$ cat src/rtl/oled_text_render.sv
// oled_text_render: draws the voltmeter text line "D.DDD V" into the
// 512x8 OLED display RAM. After reset it clears the whole frame, then it
// redraws the 56-byte text line each time a redraw is requested.
module oled_text_render #(
  parameter logic [1:0] TEXT_PAGE = 2'd1,
  parameter logic [6:0] TEXT_COL  = 7'd36
) (
  input  logic        clk_in,
  input  logic        rst_n_in,
  input  logic [15:0] bcd_in,
  input  logic        update,
  output logic [6:0]  font_addr,
  input  logic [7:0]  font_data,
  output logic        wr_en,
  output logic [8:0]  wr_addr,
  output logic [7:0]  wr_data,
  output logic        busy,
  output logic        done
);

  typedef enum logic [1:0] {CLEAR, IDLE, RENDER} state_t;

  localparam logic [9:0] CLEAR_END = 10'd512;  // all 512 bytes written
  localparam logic [5:0] RND_LAST  = 6'd56;    // issue slots 0..55
  localparam logic [5:0] RND_END   = 6'd57;    // cycle after the last write

  // BCD nibbles above 9 have no digit glyph and show as a blank
  function automatic logic [3:0] digit_glyph(input logic [3:0] d);
    return (d > 4'd9) ? 4'd11 : d;
  endfunction

  // Font ROM address for byte idx of the line: {glyph, column within glyph}
  function automatic logic [6:0] line_font_addr(input logic [15:0] bcd,
                                                input logic [5:0]  idx);
    logic [3:0] g;
    case (idx[5:3])
      3'd0:    g = digit_glyph(bcd[15:12]);
      3'd1:    g = 4'd10;                     // '.'
      3'd2:    g = digit_glyph(bcd[11:8]);
      3'd3:    g = digit_glyph(bcd[7:4]);
      3'd4:    g = digit_glyph(bcd[3:0]);
      3'd5:    g = 4'd11;                     // blank
      default: g = 4'd12;                     // 'V'
    endcase
    return {g, idx[2:0]};
  endfunction

  state_t      state_q, state_d;
  logic        start, finish;
  logic [9:0]  clr_cnt_q;
  logic [5:0]  rnd_cnt_q;
  logic        pending_q;
  logic [15:0] bcd_q;
  logic        s1_valid_q;
  logic [5:0]  s1_idx_q;
  logic        font_sel_q;
  logic [7:0]  data_q;
  logic        wr_en_q;
  logic [8:0]  wr_addr_q;
  logic [6:0]  font_addr_q;
  logic        busy_q;
  logic        done_q;
  logic        issue;
  logic        clear_wr;

  assign issue    = (state_q == RENDER) && (rnd_cnt_q < RND_LAST);
  assign clear_wr = (state_q == CLEAR) && (clr_cnt_q != CLEAR_END);

  // State register
  always_ff @(posedge clk_in) begin
    // NOTE: state and datapath registers use non-blocking assignments so every
    // flop samples the values from before this edge, independent of block order.
    if (!rst_n_in) state_q <= CLEAR;
    else           state_q <= state_d;
  end

  // Next-state logic: start latches a new frame, finish ends the current one
  always_comb begin
    // NOTE: every combinational output gets a default first so no path leaves
    // it unassigned, which would otherwise infer a latch.
    state_d = state_q;
    start   = 1'b0;
    finish  = 1'b0;
    unique case (state_q)
      CLEAR: begin
        if (clr_cnt_q == CLEAR_END) begin
          if (pending_q || update) begin
            start   = 1'b1;
            state_d = RENDER;
          end else begin
            state_d = IDLE;
          end
        end
      end
      IDLE: begin
        if (update) begin
          start   = 1'b1;
          state_d = RENDER;
        end
      end
      RENDER: begin
        if (rnd_cnt_q == RND_END) begin
          finish = 1'b1;
          if (pending_q || update) start   = 1'b1;
          else                     state_d = IDLE;
        end
      end
      default: state_d = CLEAR;
    endcase
  end

  // Datapath: clear counter, request latch, font fetch stage and RAM write stage
  always_ff @(posedge clk_in) begin
    if (!rst_n_in) begin
      clr_cnt_q   <= '0;
      rnd_cnt_q   <= '0;
      pending_q   <= 1'b0;
      bcd_q       <= '0;
      s1_valid_q  <= 1'b0;
      s1_idx_q    <= '0;
      font_sel_q  <= 1'b0;
      data_q      <= '0;
      wr_en_q     <= 1'b0;
      wr_addr_q   <= '0;
      font_addr_q <= '0;
      busy_q      <= 1'b1;
      done_q      <= 1'b0;
    end else begin
      busy_q <= (state_d != IDLE);
      done_q <= finish;

      // One-deep request memory: later requests while busy coalesce
      if (start)                            pending_q <= 1'b0;
      else if (update && state_q != IDLE)   pending_q <= 1'b1;

      // The digits are frozen for the whole frame at the latch
      if (start) begin
        bcd_q     <= bcd_in;
        rnd_cnt_q <= '0;
      end else if (state_q == RENDER) begin
        rnd_cnt_q <= rnd_cnt_q + 6'd1;
      end

      // Stage 1: present the font address for byte rnd_cnt_q
      s1_valid_q <= issue;
      if (issue) begin
        font_addr_q <= line_font_addr(bcd_q, rnd_cnt_q);
        s1_idx_q    <= rnd_cnt_q;
      end

      // Stage 2: write the byte fetched in stage 1, or a clear byte
      font_sel_q <= s1_valid_q;
      if (clear_wr) begin
        wr_en_q   <= 1'b1;
        wr_addr_q <= clr_cnt_q[8:0];
        clr_cnt_q <= clr_cnt_q + 10'd1;
      end else begin
        wr_en_q <= s1_valid_q;
        if (s1_valid_q) wr_addr_q <= {TEXT_PAGE, TEXT_COL + {1'b0, s1_idx_q}};
      end

      // Remember the last written byte so wr_data holds once writes stop
      if (clear_wr)        data_q <= '0;
      else if (font_sel_q) data_q <= font_data;
    end
  end

  // The ROM answers one cycle after font_addr, exactly in the write cycle, so
  // render data passes straight through; otherwise the last byte is held.
  assign wr_data   = font_sel_q ? font_data : data_q;
  assign wr_en     = wr_en_q;
  assign wr_addr   = wr_addr_q;
  assign font_addr = font_addr_q;
  assign busy      = busy_q;
  assign done      = done_q;

endmodule

$ cat config.mk
export PLATFORM = sky130hd
export DESIGN_NAME = oled_text_render
export DESIGN_NICKNAME = d
export VERILOG_FILES = /design/src/rtl/oled_text_render.sv
export SDC_FILE = /design/constraint.sdc
export NUM_CORES = 1
export LEC_CHECK = 0
export CAP_MARGIN = 20
export CELL_PAD_IN_SITES_DETAIL_PLACEMENT = 1
export CELL_PAD_IN_SITES_GLOBAL_PLACEMENT = 1
export CORE_UTILIZATION = 30
export CTS_CLUSTER_DIAMETER = 150
export DETAILED_ROUTE_END_ITERATION = 8
export GPL_ROUTABILITY_DRIVEN = 1
export MAX_ROUTING_LAYER = met4
export PLACE_DENSITY = 0.72
export SLEW_MARGIN = 20
export SYNTH_ARGS = -nofsm -noshare
export SYNTH_HDL_FRONTEND = slang
export SYNTH_SLANG_ARGS = --single-unit
export TNS_END_PERCENT = 10
$ cat constraint.sdc
create_clock -name clk_in -period 1.8 [get_ports clk_in]
set_clock_uncertainty 0.05 [all_clocks]
set_input_delay 0.18 -clock clk_in [delete_from_list [all_inputs] [get_ports clk_in]]
set_output_delay 0.18 -clock clk_in [all_outputs]
set_load 0.02 [all_outputs]
==> reports/metrics.yaml <==
io_pins: 54
hp-class: "in -> reg"
htreeDepth: 3
critical-path-max-stage-delay_ns: 0.45
cp.required_ns: 2.00
hpwlAfterDp_um: 5555
die_w_um: 102.5
syn_avg_cell_area_um2: 9.081
place_congestion: 0.8192
multiInputGateArea_um2: 1639
placedInstanceArea_um2: 3802
period_share_pct: 98.38
min_period_ns: 1.771
numCtsBuffers: 9
fmax_mhz: 564.7
power_mw: 2.963
status: "finished clean"
tightestPinTransition_ns: 0.5322
initial_core_util_pct: 31.03
dr_total_vias: 2725
die_h_um: 102.5
routedWlPerCell_um: 15.50
ys_types: 50
final_cell_area_um2: 4105
final_antenna_net_count: 0
final_cells: 541
seqCellArea_um2: 1348
fin_nets: 435
cts_tree: "yes"
dp_cells: 522
r2r_slack_ns: 0.03
cp-start-kind: "flip-flop"
utilization_pct: 42.00
path_cells: "inv_2, ha_2, and4bb_2, a31oi_4, o32a_4, and3_1"
async_reset_ff_share_pct: 0
ys.flop_type: "dfxtp_1"
gr-total-overflow: 0
finalHoldViolCount: 0
grt_usage_pct: 16.85
clock_latency_ns: 0.36
ys_warn_count: 0
power_frac_comb_pct: 6.1
drive_above_1_share_pct: 17.65
setup_slack_ns: 0.02924
drc_errors: 0
power.internal_mw: 2.264
p_per_area_nw_per_um2: 721.8
rsz0062_at_grt: "true"
syn_nets: 366
fill_cells: 1137
p_leak_nw: 1.658
cap_violations: 0
crit_slowest_cell: "o32a_4"
via_per_inst: 5.037
hold_slack_ns: 0.1324
cp_top_family: "compound AO/OA/AOI/OAI gates"
cts.clk_slew.worst_paths_ns: 0.07
root_buffer: "clkbuf_8"
maxSlewHeadroom_pct: 64.47
ys_seq_area_share_pct: 44.22
clkPwrFrac_pct: 43.3
drt_wl_total_um: 8383
dr.pass1.iters: 4
core-area_um2: 9774
die-area_um2: 10520
place_ws_ns: -0.07836
drv_slew: 0
setup_tns_ns: 0
cp.arrival_ns: 1.97
ys_seq_elements: 67
setup_violations: 0
area_delta_synth_final_pct: 35.35
synth_area_um2: 3033
grt_max_degree: 28
cts_sinks: 67
path_buf_inv: 1
endpoint_kind: "flip-flop"
num_antenna_cells: 0
ctsLongestPathBuffers: 2
ir_drop_v: 0.0002849
io_buffer_count: 53
crit_fanout: 6
postSynthCellCount: 334
p_sw_share_pct: 23.61
cts_setup_buffers: 0
antenna_found_initial: 0
grt_pass1_vias: 2754
seqPwrFrac_pct: 50.7
initialDrtViolationCount: 95
switchingPower_mw: 0.6998
rows: 36
crit_type: "reg -> reg"
grt_pass1_wl_um: 13150
synth_edf_count: 0
flip-flops by register name (all words and copies together) (netlist names):
register	flops
bcd_q	16
busy	1
clr_cnt_q	10
data_q	8
done	1
font_addr	4
font_sel_q	1
pending_q	1
rnd_cnt_q	6
s1_idx_q	6
s1_valid_q	1
state_q	2
wr_addr	9
wr_en	1
path summary, 6_finish.rpt:
kind | startpoint | to | cells past startpoint
worst min-delay path | rst_n_in | clr_cnt_q[2] | 2
worst max-delay path | clr_cnt_q[0] | rnd_cnt_q[0] | 6
worst min register to register | bcd_q[8] | bcd_q[8] | 2
worst max register to register | clr_cnt_q[0] | rnd_cnt_q[0] | 6
cell type report:
| type | instances | share of cell area [%] |
|---|---|---|
| clock inverter | 6 | 1.585 |
| timing repair buffer | 77 | 17.25 |
| clock buffer | 10 | 3.353 |
| tap | 133 | 4.054 |
| inverter | 11 | 1.006 |
| sequential | 67 | 32.83 |
| multi-input combinational | 237 | 39.93 |
cells in the final DEF (no fill, tap or decap), types with 3 or more instances in the layout:
| cell | netlist | layout |
|---|---|---|
| dfxtp_1 | 67 | 64 |
| clkdlybuf4s50_1 | 0 | 44 |
| nand2_1 | 41 | 41 |
| nor2_1 | 32 | 32 |
| mux2i_1 | 26 | 26 |
| buf_4 | 4 | 23 |
| a21oi_1 | 16 | 15 |
| and3_1 | 15 | 14 |
| o21ai_0 | 14 | 13 |
| clkbuf_8 | 0 | 10 |
| mux2_2 | 8 | 8 |
| inv_1 | 10 | 8 |
| dlygate4sd2_1 | 0 | 8 |
| xnor2_1 | 7 | 7 |
| xor2_1 | 7 | 7 |
| nand4_1 | 6 | 6 |
| nand3_1 | 6 | 6 |
| nand2b_1 | 4 | 4 |
| a211oi_1 | 4 | 4 |
| ha_1 | 5 | 4 |
| o32a_4 | 1 | 3 |
| o221a_2 | 3 | 3 |
| nor2b_1 | 3 | 3 |
timing repair:
item / in CTS / in global routing
cloned: 0 / 3
resized for setup: 15 / 12
pin swaps: 0 / 4
hold buffers: 0 / 0
endpoints found under the setup margin: 32 / 26
per-layer routing:
layer	GRT usage, %	wire length, um
met5	-	0
met4	4.835	105
met3	4.881	273
met2	29.03	4298
met1	18.86	3705
power by group through the flow:
stage,registers [mW],clock network [mW],logic [mW]
after floorplan,1.54,0,0.0569
after global placement,1.53,0,0.163
after detailed placement,1.54,0,0.168
after CTS,1.50,1.31,0.171
after global routing,1.50,1.38,0.197
final,1.50,1.28,0.180
cell usage after synthesis, types with 2 or more instances:
library cell | number | area, um^2
nor3_1 | 3 | 15.01
nand3_1 | 6 | 30.03
nor4_1 | 2 | 12.51
a31oi_1 | 2 | 12.51
buf_6 | 2 | 22.52
dfxtp_1 | 67 | 1341
nand2_1 | 41 | 153.9
o21ai_0 | 14 | 70.07
and3_1 | 15 | 93.84
nand4_1 | 6 | 37.54
buf_4 | 4 | 30.03
or3_1 | 2 | 12.51
nor2_1 | 32 | 120.1
nor3b_1 | 3 | 22.52
mux2i_1 | 26 | 260.3
o211ai_1 | 2 | 15.01
xor2_1 | 7 | 61.31
nand2b_1 | 4 | 25.02
ha_1 | 5 | 62.56
o221a_2 | 3 | 33.78
xnor2_1 | 7 | 61.31
clkbuf_1 | 13 | 48.80
nor2b_1 | 3 | 18.77
o21a_1 | 2 | 15.01
buf_2 | 2 | 10.01
inv_1 | 10 | 37.54
a221oi_1 | 2 | 17.52
o31ai_1 | 2 | 15.01
a21oi_1 | 16 | 80.08
a211oi_1 | 4 | 30.03
mux2_2 | 8 | 90.09
cell families (layout without fill, tap and decap cells):
family	after synthesis	after routing	share of synthesized area [%]
flops	67	67	44.22
fa+ha+maj	5	5	2.063
buf+inv	33	104	5.157
xor+xnor	14	14	4.043
simple gates	123	123	19.80
mux	34	34	11.55
compound gates	58	61	13.16
Note: power is estimated with default switching activity, not from simulation.
